### src/rtl/keep_one_in_n_mc_pkg.sv
`default_nettype none
// ============================================================================
// Module   : keep_one_in_n_mc_pkg
// Purpose  : Shared mode encoding and helper functions for the multi-channel
//            keep-one-in-n / integrate-and-dump decimator.
// Revision : 1.0  initial release
// ============================================================================
package keep_one_in_n_mc_pkg;

    // Operating mode of the decimator
    typedef enum logic {
        MODE_KEEP = 1'b0,
        MODE_AVG  = 1'b1
    } mode_e;

    // Accumulator width needed to sum MAX_N samples of WIDTH bits without overflow
    function automatic int acc_width(input int width, input int max_n);
        return width + $clog2(max_n + 1);
    endfunction

    // Clamp a signed value into the signed range of a WIDTH-bit lane
    function automatic logic signed [63:0] sat_trunc(input logic signed [63:0] value,
                                                      input int              width);
        logic signed [63:0] v_hi;
        logic signed [63:0] v_lo;
        v_hi = (64'sd1 <<< (width - 1)) - 64'sd1;
        v_lo = -(64'sd1 <<< (width - 1));
        if (value > v_hi) begin
            return v_hi;
        end else if (value < v_lo) begin
            return v_lo;
        end
        return value;
    endfunction

endpackage
`default_nettype wire

### src/rtl/keep_one_in_n_mc_lane_acc.sv
`default_nettype none
// ============================================================================
// Module   : keep_one_in_n_mc_lane_acc
// Purpose  : One lane of the integrate-and-dump path: signed accumulator,
//            arithmetic right shift and reduction to WIDTH bits.
//            Build option KEEP_ONE_IN_N_MC_SAT_EN selects saturation instead
//            of wrap-around when reducing the shifted sum.
// Revision : 1.0  initial release
// ============================================================================
module keep_one_in_n_mc_lane_acc
    import keep_one_in_n_mc_pkg::*;
#(
    parameter int WIDTH     = 16,
    parameter int MAX_N     = 65535,
    parameter int MAX_SHIFT = 31,
    parameter int SHIFT_W   = $clog2(MAX_SHIFT + 1)
) (
    input  logic               clk,
    input  logic               reset,
    input  logic [WIDTH-1:0]   x_i,        // lane sample
    input  logic               first_i,    // sample opens a new window
    input  logic               accept_i,   // beat accepted this cycle
    input  logic               last_i,     // sample closes the window
    input  logic               restart_i,  // window restart from config change
    input  logic [SHIFT_W-1:0] shift_i,
    output logic [WIDTH-1:0]   result_o    // value loaded on a last beat
);

    localparam int ACC_W = acc_width(WIDTH, MAX_N);

    logic signed [ACC_W-1:0] acc_q;
    logic signed [ACC_W-1:0] acc_d;
    logic signed [ACC_W-1:0] w_sext;
    logic signed [ACC_W-1:0] w_acc_next;
    logic signed [ACC_W-1:0] w_shifted;
    logic [SHIFT_W-1:0]      w_shamt;

    assign w_sext     = {{(ACC_W - WIDTH){x_i[WIDTH-1]}}, x_i};
    // A first sample overwrites whatever the previous window left behind,
    // so no dedicated clear cycle is needed between windows.
    assign w_acc_next = first_i ? w_sext : (acc_q + w_sext);
    assign w_shamt    = (shift_i > SHIFT_W'(MAX_SHIFT)) ? SHIFT_W'(MAX_SHIFT) : shift_i;
    assign w_shifted  = w_acc_next >>> w_shamt;

`ifdef KEEP_ONE_IN_N_MC_SAT_EN
    logic signed [63:0] w_sat;
    assign w_sat    = sat_trunc({{(64 - ACC_W){w_shifted[ACC_W-1]}}, w_shifted}, WIDTH);
    assign result_o = w_sat[WIDTH-1:0];
`else
    assign result_o = w_shifted[WIDTH-1:0];
`endif

    // Next accumulator: keep partial sums, clear on a restart without a beat
    always_comb begin
        acc_d = acc_q;
        if (accept_i && !last_i) begin
            acc_d = w_acc_next;
        end else if (restart_i) begin
            acc_d = '0;
        end
    end

    // Accumulator register
    always_ff @(posedge clk) begin
        if (reset) begin
            acc_q <= '0;
        end else begin
            acc_q <= acc_d;
        end
    end

endmodule
`default_nettype wire

### src/rtl/keep_one_in_n_mc.sv
`default_nettype none
// ============================================================================
// Module   : keep_one_in_n_mc
// Purpose  : Multi-channel AXI-Stream decimator. Keeps one beat in n (keep
//            mode) or integrates-and-dumps n beats per lane followed by an
//            arithmetic right shift (average mode). One packet boundary in n
//            is passed on o_tlast.
//            Build option KEEP_ONE_IN_N_MC_SAT_EN: saturate averaged lanes.
// Revision : 1.0  initial release
// ============================================================================
module keep_one_in_n_mc
    import keep_one_in_n_mc_pkg::*;
#(
    parameter int WIDTH     = 16,
    parameter int NUM_CH    = 2,
    parameter int MAX_N     = 65535,
    parameter int MAX_SHIFT = 31
) (
    input  logic                             clk,
    input  logic                             reset,
    input  logic [$clog2(MAX_N+1)-1:0]       n,
    input  logic                             mode,
    input  logic [$clog2(MAX_SHIFT+1)-1:0]   shift,
    input  logic [NUM_CH*WIDTH-1:0]          i_tdata,
    input  logic                             i_tlast,
    input  logic                             i_tvalid,
    output logic                             i_tready,
    output logic [NUM_CH*WIDTH-1:0]          o_tdata,
    output logic                             o_tlast,
    output logic                             o_tvalid,
    input  logic                             o_tready
);

    localparam int N_W = $clog2(MAX_N + 1);
    localparam int S_W = $clog2(MAX_SHIFT + 1);

    logic [N_W-1:0]          n_q;
    mode_e                   mode_q;
    logic [S_W-1:0]          shift_q;
    logic                    restart_q;

    logic [N_W-1:0]          sample_cnt_q;
    logic [N_W-1:0]          sample_cnt_d;
    logic [N_W-1:0]          pkt_cnt_q;
    logic [N_W-1:0]          pkt_cnt_d;

    logic                    out_valid_q;
    logic                    out_valid_d;
    logic                    out_last_q;
    logic                    out_last_d;
    logic [NUM_CH*WIDTH-1:0] out_data_q;
    logic [NUM_CH*WIDTH-1:0] out_data_d;

    logic [N_W-1:0]          w_sample_cnt;
    logic [N_W-1:0]          w_pkt_cnt;
    logic                    w_on_last_sample;
    logic                    w_on_last_pkt;
    logic                    w_ready;
    logic                    w_accept;
    logic                    w_load;
    logic                    w_first;
    logic [NUM_CH*WIDTH-1:0] w_avg_data;

    // A restart cycle behaves as if both counters already sit at 1, so a
    // beat accepted in that cycle opens the new window.
    assign w_sample_cnt     = restart_q ? N_W'(1) : sample_cnt_q;
    assign w_pkt_cnt        = restart_q ? N_W'(1) : pkt_cnt_q;
    assign w_on_last_sample = (w_sample_cnt >= n_q);
    assign w_on_last_pkt    = (w_pkt_cnt >= n_q);
    assign w_first          = (w_sample_cnt == N_W'(1));

    // Only a last beat needs the output register, so only it can be stalled
    assign w_ready  = !w_on_last_sample || !out_valid_q || o_tready;
    assign w_accept = i_tvalid && w_ready;
    assign w_load   = w_accept && w_on_last_sample;

    assign i_tready = w_ready;
    assign o_tvalid = out_valid_q;
    assign o_tlast  = out_last_q;
    assign o_tdata  = out_data_q;

    for (genvar k = 0; k < NUM_CH; k++) begin : g_lane
        keep_one_in_n_mc_lane_acc #(
            .WIDTH     (WIDTH),
            .MAX_N     (MAX_N),
            .MAX_SHIFT (MAX_SHIFT),
            .SHIFT_W   (S_W)
        ) u_lane_acc (
            .clk       (clk),
            .reset     (reset),
            .x_i       (i_tdata[k*WIDTH +: WIDTH]),
            .first_i   (w_first),
            .accept_i  (w_accept),
            .last_i    (w_on_last_sample),
            .restart_i (restart_q),
            .shift_i   (shift_q),
            .result_o  (w_avg_data[k*WIDTH +: WIDTH])
        );
    end

    // Config capture; a change of n or mode flags a one-cycle restart
    always_ff @(posedge clk) begin
        if (reset) begin
            n_q       <= N_W'(1);
            mode_q    <= MODE_KEEP;
            shift_q   <= '0;
            restart_q <= 1'b0;
        end else begin
            n_q       <= n;
            mode_q    <= mode_e'(mode);
            shift_q   <= shift;
            restart_q <= (n != n_q) || (mode != mode_q);
        end
    end

    // Next sample and packet counters
    always_comb begin
        sample_cnt_d = w_sample_cnt;
        pkt_cnt_d    = w_pkt_cnt;
        if (w_accept) begin
            sample_cnt_d = w_on_last_sample ? N_W'(1) : (w_sample_cnt + N_W'(1));
            if (i_tlast) begin
                pkt_cnt_d = w_on_last_pkt ? N_W'(1) : (w_pkt_cnt + N_W'(1));
            end
        end
    end

    // Counter registers
    always_ff @(posedge clk) begin
        if (reset) begin
            sample_cnt_q <= N_W'(1);
            pkt_cnt_q    <= N_W'(1);
        end else begin
            sample_cnt_q <= sample_cnt_d;
            pkt_cnt_q    <= pkt_cnt_d;
        end
    end

    // Output stage next state: load on a last beat, else drain on handshake
    always_comb begin
        out_valid_d = out_valid_q;
        out_last_d  = out_last_q;
        out_data_d  = out_data_q;
        if (w_load) begin
            out_valid_d = 1'b1;
            out_last_d  = i_tlast && w_on_last_pkt;
            out_data_d  = (mode_q == MODE_AVG) ? w_avg_data : i_tdata;
        end else if (o_tready) begin
            out_valid_d = 1'b0;
        end
    end

    // Output register
    always_ff @(posedge clk) begin
        if (reset) begin
            out_valid_q <= 1'b0;
            out_last_q  <= 1'b0;
            out_data_q  <= '0;
        end else begin
            out_valid_q <= out_valid_d;
            out_last_q  <= out_last_d;
            out_data_q  <= out_data_d;
        end
    end

endmodule
`default_nettype wire

### config.mk
export PLATFORM = sky130hd
export DESIGN_NAME = keep_one_in_n_mc
export DESIGN_NICKNAME = d
export VERILOG_FILES = /design/src/rtl/keep_one_in_n_mc_pkg.sv /design/src/rtl/keep_one_in_n_mc_lane_acc.sv /design/src/rtl/keep_one_in_n_mc.sv
export SDC_FILE = /design/constraint.sdc
export NUM_CORES = 1
export LEC_CHECK = 0
export CORE_MARGIN = 2
export CORE_UTILIZATION = 39
export CTS_CLUSTER_DIAMETER = 100
export DETAILED_ROUTE_END_ITERATION = 8
export MAX_ROUTING_LAYER = met4
export PLACE_DENSITY = 0.55
export SYNTH_ARGS = -nofsm -noshare
export SYNTH_HDL_FRONTEND = slang
export SYNTH_SLANG_ARGS = --single-unit
export TNS_END_PERCENT = 30
### constraint.sdc
create_clock -name clk -period 5.5 [get_ports clk]
set_input_delay 0.55 -clock clk [delete_from_list [all_inputs] [get_ports clk]]
set_output_delay 0.55 -clock clk [all_outputs]
set_load 0.05 [all_outputs]
* After elaboration in Yosys (flattened, before gate mapping)
Index checks and enable logic that the tools add are counted.
Storage, ports and cells: register bits after elaboration 153, bits of input ports 59, output and inout port bits 35, word-level logic and storage cells 50
Cells by class: $add $sub $neg 4, magnitude comparators 3, eq/ne operators 3, shift operators 2, mux-type cells 16, reduce and logical (&&, ||, !) cells 11
Operator list (count):
- 2-to-1 mux 32 bit | 6
- 2-to-1 mux 16 bit | 7
- adder 32 x 16 -> 32 bit | 2
- >>> shifter 32 x 5 -> 16 bit | 2
- adder 16 x 1 -> 16 bit, second input constant | 2
- >= comparator 16 bit | 2
- == test 16 x 1 -> 1 bit, second input constant | 1
- != test 16 bit | 1
- > comparator 5 bit, second input constant | 1
- 2-to-1 mux 5 bit | 1
- logical AND 1 bit | 4
- nonzero test 2 bit | 2
- logical OR 1 bit | 3
- zero test 1 bit | 2
- 2-to-1 mux 1 bit | 2
- != test 1 bit | 1

* Depth between registers and ports, before layout
Gate-level depths: netlist of run 1.
word-level depth 8, gate-level depth with buffers 19, mapped depth without buffers 14

* Modules after synthesis
Synthesis of run 1 repeated with hierarchy kept, for this count alone.
Unflattened totals: cell total of the unflattened synthesis 2199, area total of the unflattened synthesis 16537.1 um2
Modules (own cells, without submodules):
- keep_one_in_n_mc_lane_acc (g_lane[0].u_lane_acc) | instances 1, cells each 812, area an instance 5868.1 um2, sequential area each 640.6 um2
- keep_one_in_n_mc_lane_acc (g_lane[1].u_lane_acc) | instances 1, cells each 812, area an instance 5636.7 um2, sequential area each 640.6 um2
- keep_one_in_n_mc | instances 1, cells each 575, area an instance 5032.3 um2, sequential area each 1781.7 um2

* Least setup slack after synthesis of run 1
OpenSTA, ideal clock, no wires.
path type flip-flop to flip-flop, start point register restart_q, end point register out_data_q[22] (netlist: o_tdata[22]), library setup time 0.130 ns, data arrival time 4.007 ns, data required time 5.370 ns, setup slack 1.363 ns, stages on the path, launching flop included 17, buffers on the path 3, period minus slack after synthesis 4.137 ns, path through dfxtp_1 clkbuf_1 clkbuf_1 buf_1 nor2_1 inv_1 ha_1 nor3b_1 nand4_1 nand2_2 mux4_2 mux2_2 o21a_1 mux4_2 a211oi_1 a2bb2oi_1 o311ai_1
Between the ends: longest elaborated chain between the ends 7, elaborated cells on any way between the ends 11, those cells by class order compare (1); eq/ne (1); shift (1); mux (3); reduce/logical (5)
RTL lines:
- start: declaration | line keep_one_in_n_mc.sv:40 | logic restart_q;
- start signal: assignment | line keep_one_in_n_mc.sv:112 | restart_q <= (n != n_q) || (mode != mode_q);
- 2-to-1 mux 16 bit * | line keep_one_in_n_mc.sv:66 | assign w_sample_cnt = restart_q ? N_W'(1) : sample_cnt_q;
- >= comparator 16 bit | line keep_one_in_n_mc.sv:68 | assign w_on_last_sample = (w_sample_cnt >= n_q);
- zero test 1 bit | line keep_one_in_n_mc.sv:73 | assign w_ready = !w_on_last_sample || !out_valid_q || o_tready;
- logical OR 1 bit (2 in a row) | line keep_one_in_n_mc.sv:73
- logical AND 1 bit | line keep_one_in_n_mc.sv:74 | assign w_accept = i_tvalid && w_ready;
- logical AND 1 bit | line keep_one_in_n_mc.sv:75 | assign w_load = w_accept && w_on_last_sample;
- end signal: assignment | line keep_one_in_n_mc.sv:162 | out_data_q <= out_data_d;
- end: declaration | line keep_one_in_n_mc.sv:51 | logic [NUM_CH*WIDTH-1:0] out_data_q;
Mark *: on every way between the ends. The rest lies on a longest branch, timed or not. A chain may end at the register's enable or synchronous reset.

* Worst setup path in the final report of run 1
start point register restart_q, end point register out_data_q[20] (netlist: o_tdata[20])
The elaborated chain is that of the path after synthesis.

==> results of run 1 <==
[Yosys cell counts, types with 18 or more instances]
cell type,n,area share
a31oi_1,53,0.020
o21ai_1,18,0.0054
and2_1,26,0.0098
nand3_1,99,0.030
o211ai_1,36,0.016
nand2_1,205,0.046
a21oi_1,180,0.054
dfxtp_1,153,0.18
inv_1,47,0.011
o21a_1,22,0.010
clkbuf_1,112,0.025
nor2_1,228,0.052
a21o_1,40,0.018
ha_1,97,0.073
nand4_1,53,0.020
or3_1,25,0.0094
a211o_1,20,0.011
xnor2_1,41,0.022
a211oi_1,43,0.019
nor2b_1,58,0.022
buf_2,38,0.011
xor2_1,30,0.016
o21ai_0,105,0.032
and3_1,30,0.011
mux2_2,20,0.014
nor3_1,62,0.019
mux2i_1,56,0.034
[worst paths after layout]
check | startpoint | endpoint | slack [ps] | cells past startpoint
setup / recovery | restart_q | o_tdata[20] | 590 | 14
hold / removal | g_lane[1].u_lane_acc.acc_q[25] | g_lane[1].u_lane_acc.acc_q[25] | 480 | 2
hold reg to reg | g_lane[1].u_lane_acc.acc_q[25] | g_lane[1].u_lane_acc.acc_q[25] | 480 | 2
setup reg to reg | restart_q | o_tdata[20] | 590 | 14
[report_power, final]
| group | switching, mW | internal (mW) |
|---|---|---|
| sequential | 0.0301 | 1.15 |
| combinational | 1.09 | 0.569 |
| clock | 0.612 | 0.700 |
| total | 1.73 | 2.42 |
[registers in the layout, indices dropped and copies added, names as in the netlist]
signal,cells
o_tdata,32
o_tvalid,1
o_tlast,1
sample_cnt_q,16
n_q,16
mode_q,1
g_lane.u_lane_acc.acc_q,64
pkt_cnt_q,16
restart_q,1
shift_q,5
[through the flow]
step           utilization  setup WS [ps]  hold slack (ps)  std cells
6_report            0.4470          587.3            475.5       2845
5_1_grt             0.4470          522.8            487.9       2845
4_1_cts             0.4469          803.8            475.8       2843
3_5_place_dp        0.4321          286.9            466.9       2811
3_3_place_gp        0.4321          313.0            456.4       2811
2_1_floorplan            -           1363            447.2       2268
[cell type report]
class                   instances  area [µm²]  share of cell area
diodes                          2       5.005           0.0002669
clock buffers                  19       442.9             0.02362
clock inverters                13       176.4            0.009409
inverters                      51       191.4             0.01021
multi-input cells            1902       12690              0.6770
flip-flops and latches        153        3065              0.1635
well taps                     539       674.4             0.03597
repair buffers                166        1501             0.08007
[worst max-delay path, delay by kind of cell (launching register included)]
| kind | cells | cell delay [ps] |
|---|---|---|
| AND/OR/NAND/NOR | 5 | 1860 |
| AO/OA/AOI/OAI | 5 | 1570 |
| flip-flops | 1 | 390 |
| buffers and inverters | 2 | 360 |
| multiplexers | 1 | 280 |
| adder cells (fa/ha/maj) | 1 | 260 |
[cell families after synthesis]
logic type | synth area share
buffers and inverters | 0.05226
adder cells (fa/ha/maj) | 0.07556
XOR/XNOR | 0.03846
multiplexers | 0.07179
AO/OA/AOI/OAI | 0.3203
AND/OR/NAND/NOR | 0.2571
flip-flops | 0.1846
[metal layers]
layer,routed length [µm],up-vias,track usage
met5,0,-,-
met4,3600,0,0.1727
met3,4680,193,0.05736
met2,35970,865,0.5762
met1,31600,9149,0.4192
li1,-,8718,-
==> flow_summary.yaml, run 1 <==
grt:
  grt_pass1_vias: 18310
  grt_overflow_total: 0
  grt_pass1_wl_mm: 114.7
  antenna_found_initial: 2
  grt_max_degree: 85
  gr-usage-all-layers: 0.3514
placed_design:
  gp_congestion: 0.9943
  dpl-instance-area_um2: 18130
  dpl.hpwl_mm: 57.27
  io_buffers: 93
clock_network:
  post_cts_buffers: 0
  cts_root_buf: "clkbuf_16"
  ctsHoldBuffers: 0
  clock_sinks: 153
  path_clk_slew_ps: 70
  numCtsBuffers: 17
  clk_latency_ps: 510
  cts_tree: "yes"
  post_cts_resized: 0
  htree_levels: 4
  clock_path_buffers: 2
job:
  maxCapViolations: 0
timing:
  setup-violations-final: 0
  setup_tns_ps: 0
  fin_crit_ps: 4913
  fin_skew_ps: 14.51
  finalMaxSlewViolations: 0
  final_hold_viol_count: 0
  relSlewSlack: 0.2922
  fmaxAchievable_mhz: 203.6
  tightest_slew_ps: 1058
  finalCritPeriodShare: 0.8932
  grt_setup_unrepaired: "no"
die:
  core.rowCount: 75
  fp.dieW_um: 210.3
  core_um2: 41950
  io_pins: 94
  initial_core_util: 0.3956
  die-area_um2: 44210
  die_h_um: 210.3
layout:
  drive_above_1_share: 0.08507
  nets: 2449
  nFillCells: 4351
  final_common_cell: "nor2_1"
  fin_area_um2: 18750
  final_cell_mix: "nor2_1, nand2_1, a21oi_1"
  area_growth_pct: 13.01
power:
  ir_drop_uv: 200.2
  power.leakage_nw: 7.131
  p_total_mw: 4.158
  power.density_nw_per_um2: 221.7
worst_setup_path:
  critPathArrivalTime_ps: 5280
  cp_max_fo: 29
  critPathLaunchType: "flop"
  critPathMaxStageDelay_ps: 880
  cpMostUsedCell: "nor2_1"
  worstPathRequired_ps: 5860
  end_kind: "flop"
  crit_path_cell_trace: "nor2_1, inv_1, ha_1, nor3b_1, and4_1, nor2_4, nor2_1, buf_4, a31oi_1, a32oi_1, mux2i_1, o221ai_1, a211oi_1, o211ai_1"
  critPathKind: "flop to flop"
  worst_path_max_delay_cell: "nor2_4"
yosys:
  synth_edf_count: 0
  synthArstFlopShare: 0
  netlist_area_um2: 16590
  synth_seq_cells: 153
  dominantRegCellSynth: "dfxtp_1"
  synth_warnings: 0
  avgSynthCellArea_um2: 7.316
  ys_seq_area_frac: 0.1846
  postSynthCellCount: 2268
  synthDistinctLibCells: 98
  synth_fp_nets: 2426
drt:
  drtPass1Iterations: 6
  final_antenna_net_count: 0
  drt_iter0_markers: 1977
  drt-total-wl_mm: 75.85
  vias_per_cell: 6.652
  post_drt_wl_per_cell_um: 26.66
  vias: 18930
  drc: 0
hold_path:
  hp-class: "flop to flop"
status:
  status: "finished, final reports clean"
No activity file was read; power rests on OpenSTA's default activity.
==> inputs of run 2 (changes only) <==
--- a/config.mk
+++ b/config.mk
@@ -9,8 +9,9 @@
 export CORE_UTILIZATION = 39
 export CTS_CLUSTER_DIAMETER = 100
 export DETAILED_ROUTE_END_ITERATION = 8
+export DONT_BUFFER_PORTS = 1
 export MAX_ROUTING_LAYER = met4
-export PLACE_DENSITY = 0.55
+export PLACE_DENSITY = 0.52
 export SYNTH_ARGS = -nofsm -noshare
 export SYNTH_HDL_FRONTEND = slang
 export SYNTH_SLANG_ARGS = --single-unit
==> run 2 against run 1 <==
Critical path depth is 1 higher; final area is 6.1% lower; wire length is 0.37% lower; sequential share of layout area is 1.1 points higher; setup slack better by 290 ps; highest routed layer unchanged; register-to-register slack better by 290 ps; clock power is 3% lower; non-clock buffer count is 124 lower; cell count is 4.4% lower; die area stayed put; sequential cell count stayed put; count of clock-buffer cells in the layout is 1 lower.
==> flow_summary.yaml, run 2 (synthesis results as in run 1) <==
status:
  status: "finished, final reports clean"
clock_network:
  path_clk_slew_ps: 80
  clock_sinks: 153
  htree_levels: 4
  ctsHoldBuffers: 0
  post_cts_resized: 0
  post_cts_buffers: 0
  numCtsBuffers: 17
  cts_tree: "yes"
  cts_root_buf: "clkbuf_16"
  clk_latency_ps: 510
  clock_path_buffers: 2
layout:
  area_growth_pct: 6.086
  final_common_cell: "nor2_1"
  drive_above_1_share: 0.07569
  final_cell_mix: "nor2_1, nand2_1, a21oi_1"
  nets: 2325
  largest_reg_flops: 64
  regMostFlops: "g_lane.u_lane_acc.acc_q"
die:
  fp.dieW_um: 210.3
  io_pins: 94
  die-area_um2: 44210
  core_um2: 41950
  initial_core_util: 0.3956
  die_h_um: 210.3
  core.rowCount: 75
power:
  p_switching_mw: 1.712
  power.density_nw_per_um2: 227.2
  power_frac_seq: 0.298
  clock_power_share: 0.316
  ir_drop_uv: 269.3
  power.leakage_nw: 6.634
  comb_power_share: 0.385
  netSwitchingFraction: 0.4281
  p_int_mw: 2.287
timing:
  setup_slack_ps: 879.1
  grt_setup_unrepaired: "no"
  tightest_slew_ps: 1133
  fin_skew_ps: 18.09
  fmaxAchievable_mhz: 216.4
  relSlewSlack: 0.2406
  finalMaxSlewViolations: 0
  fin_crit_ps: 4621
  setup-violations-final: 0
  finalCritPeriodShare: 0.8402
  setup_tns_ps: 0
  final_hold_viol_count: 0
job:
  maxCapViolations: 0
grt:
  grt_max_degree: 119
  grt_pass1_wl_mm: 113.6
  grt_pass1_vias: 17620
  antenna_found_initial: 0
  grt_overflow_total: 0
  gr-usage-all-layers: 0.3520
drt:
  dr_wl_met3_mm: 5.128
  drt-total-wl_mm: 75.57
  drc: 0
  vias: 18450
  m1WireLength_mm: 30.72
  wl_met2_mm: 35.72
  vias_per_cell: 6.784
  final_antenna_net_count: 0
  drt_iter0_markers: 2231
  dr.max_layer_used: "met4"
  drtPass1Iterations: 6
  post_drt_wl_per_cell_um: 27.78
worst_setup_path:
  critPathKind: "flop to flop"
  critPathArrivalTime_ps: 5040
  cp_max_fo: 27
  critPathLaunchType: "flop"
  end_kind: "flop"
  worstPathRequired_ps: 5920
placed_design:
  gp_congestion: 1.057
  dpl.hpwl_mm: 56.50
  io_buffers: 0
  pre_cts_ws_ps: 1011
hold_path:
  hp-class: "input pin to flop"
run 2: changes by cell type in the layout (fill, tap and decap cells not counted), sizes merged:
| cell | delta |
|---|---|
| diode | -1 |
| clkbuf | -1 |
| bufinv | -2 |
| clkinvlp | +1 |
| inv | +3 |
| clkinv | -1 |
| clkdlybuf4s50 | -92 |
| buf | -32 |
run 2: layout make-up:
cell class	instances	area, µm²
fillers	4372	24340
diodes	1	2.502
inverters	51	191.4
clock inverters	14	163.9
multi-input cells	1902	12700
repair buffers	42	365.4
clock buffers	18	439.2
well taps	539	674.4
flip-flops and latches	153	3065
run 2: final timing paths:
kind,endpoint,startpoint,cells past startpoint,slack (ps)
setup / recovery,o_tdata[6],restart_q,15,880
hold / removal,shift_q[4],reset,1,100
setup reg to reg,o_tdata[6],restart_q,15,880
hold reg to reg,g_lane[1].u_lane_acc.acc_q[9],g_lane[1].u_lane_acc.acc_q[9],2,470
run 2: worst max-delay path, stage by stage (launching register included):
cell      delay, ps
dfxtp_1         350
nor2_1          240
inv_1           110
ha_1            210
nor3b_1         150
and4_1          410
nor2_4          650
buf_4           350
buf_4           340
o21ai_1         170
o21ai_1         140
o21ai_1         160
mux4_2          520
a311oi_1        350
o211ai_1        140
a22oi_1         220
run 2: metal layers:
layer / up-vias / GRT usage
met5: - / -
met4: 0 / 0.1788
met3: 213 / 0.06555
met2: 850 / 0.5718
met1: 8902 / 0.4169
li1: 8488 / -
run 2: metrics by stage:
step	instances	power, mW	area (µm²)	util	hold WS [ps]
floorplan	2268	2.271	16590	-	447.2
global placement	2687	2.710	17000	0.4052	453.2
detailed placement	2687	2.708	17000	0.4052	459.9
CTS	2719	3.984	17600	0.4196	80.92
global route	2719	4.179	17600	0.4196	80.54
finish	2720	3.999	17600	0.4196	102.9
run 2: power groups by stage:
stage                     registers [mW]  logic, mW  clock network [mW]
after CTS                           1.19       1.50                1.29
after global routing                1.20       1.64                1.33
after detailed placement            1.22       1.49                   0
after floorplan                     1.21       1.07                   0
final                               1.19       1.54                1.27
after global placement              1.22       1.49                   0
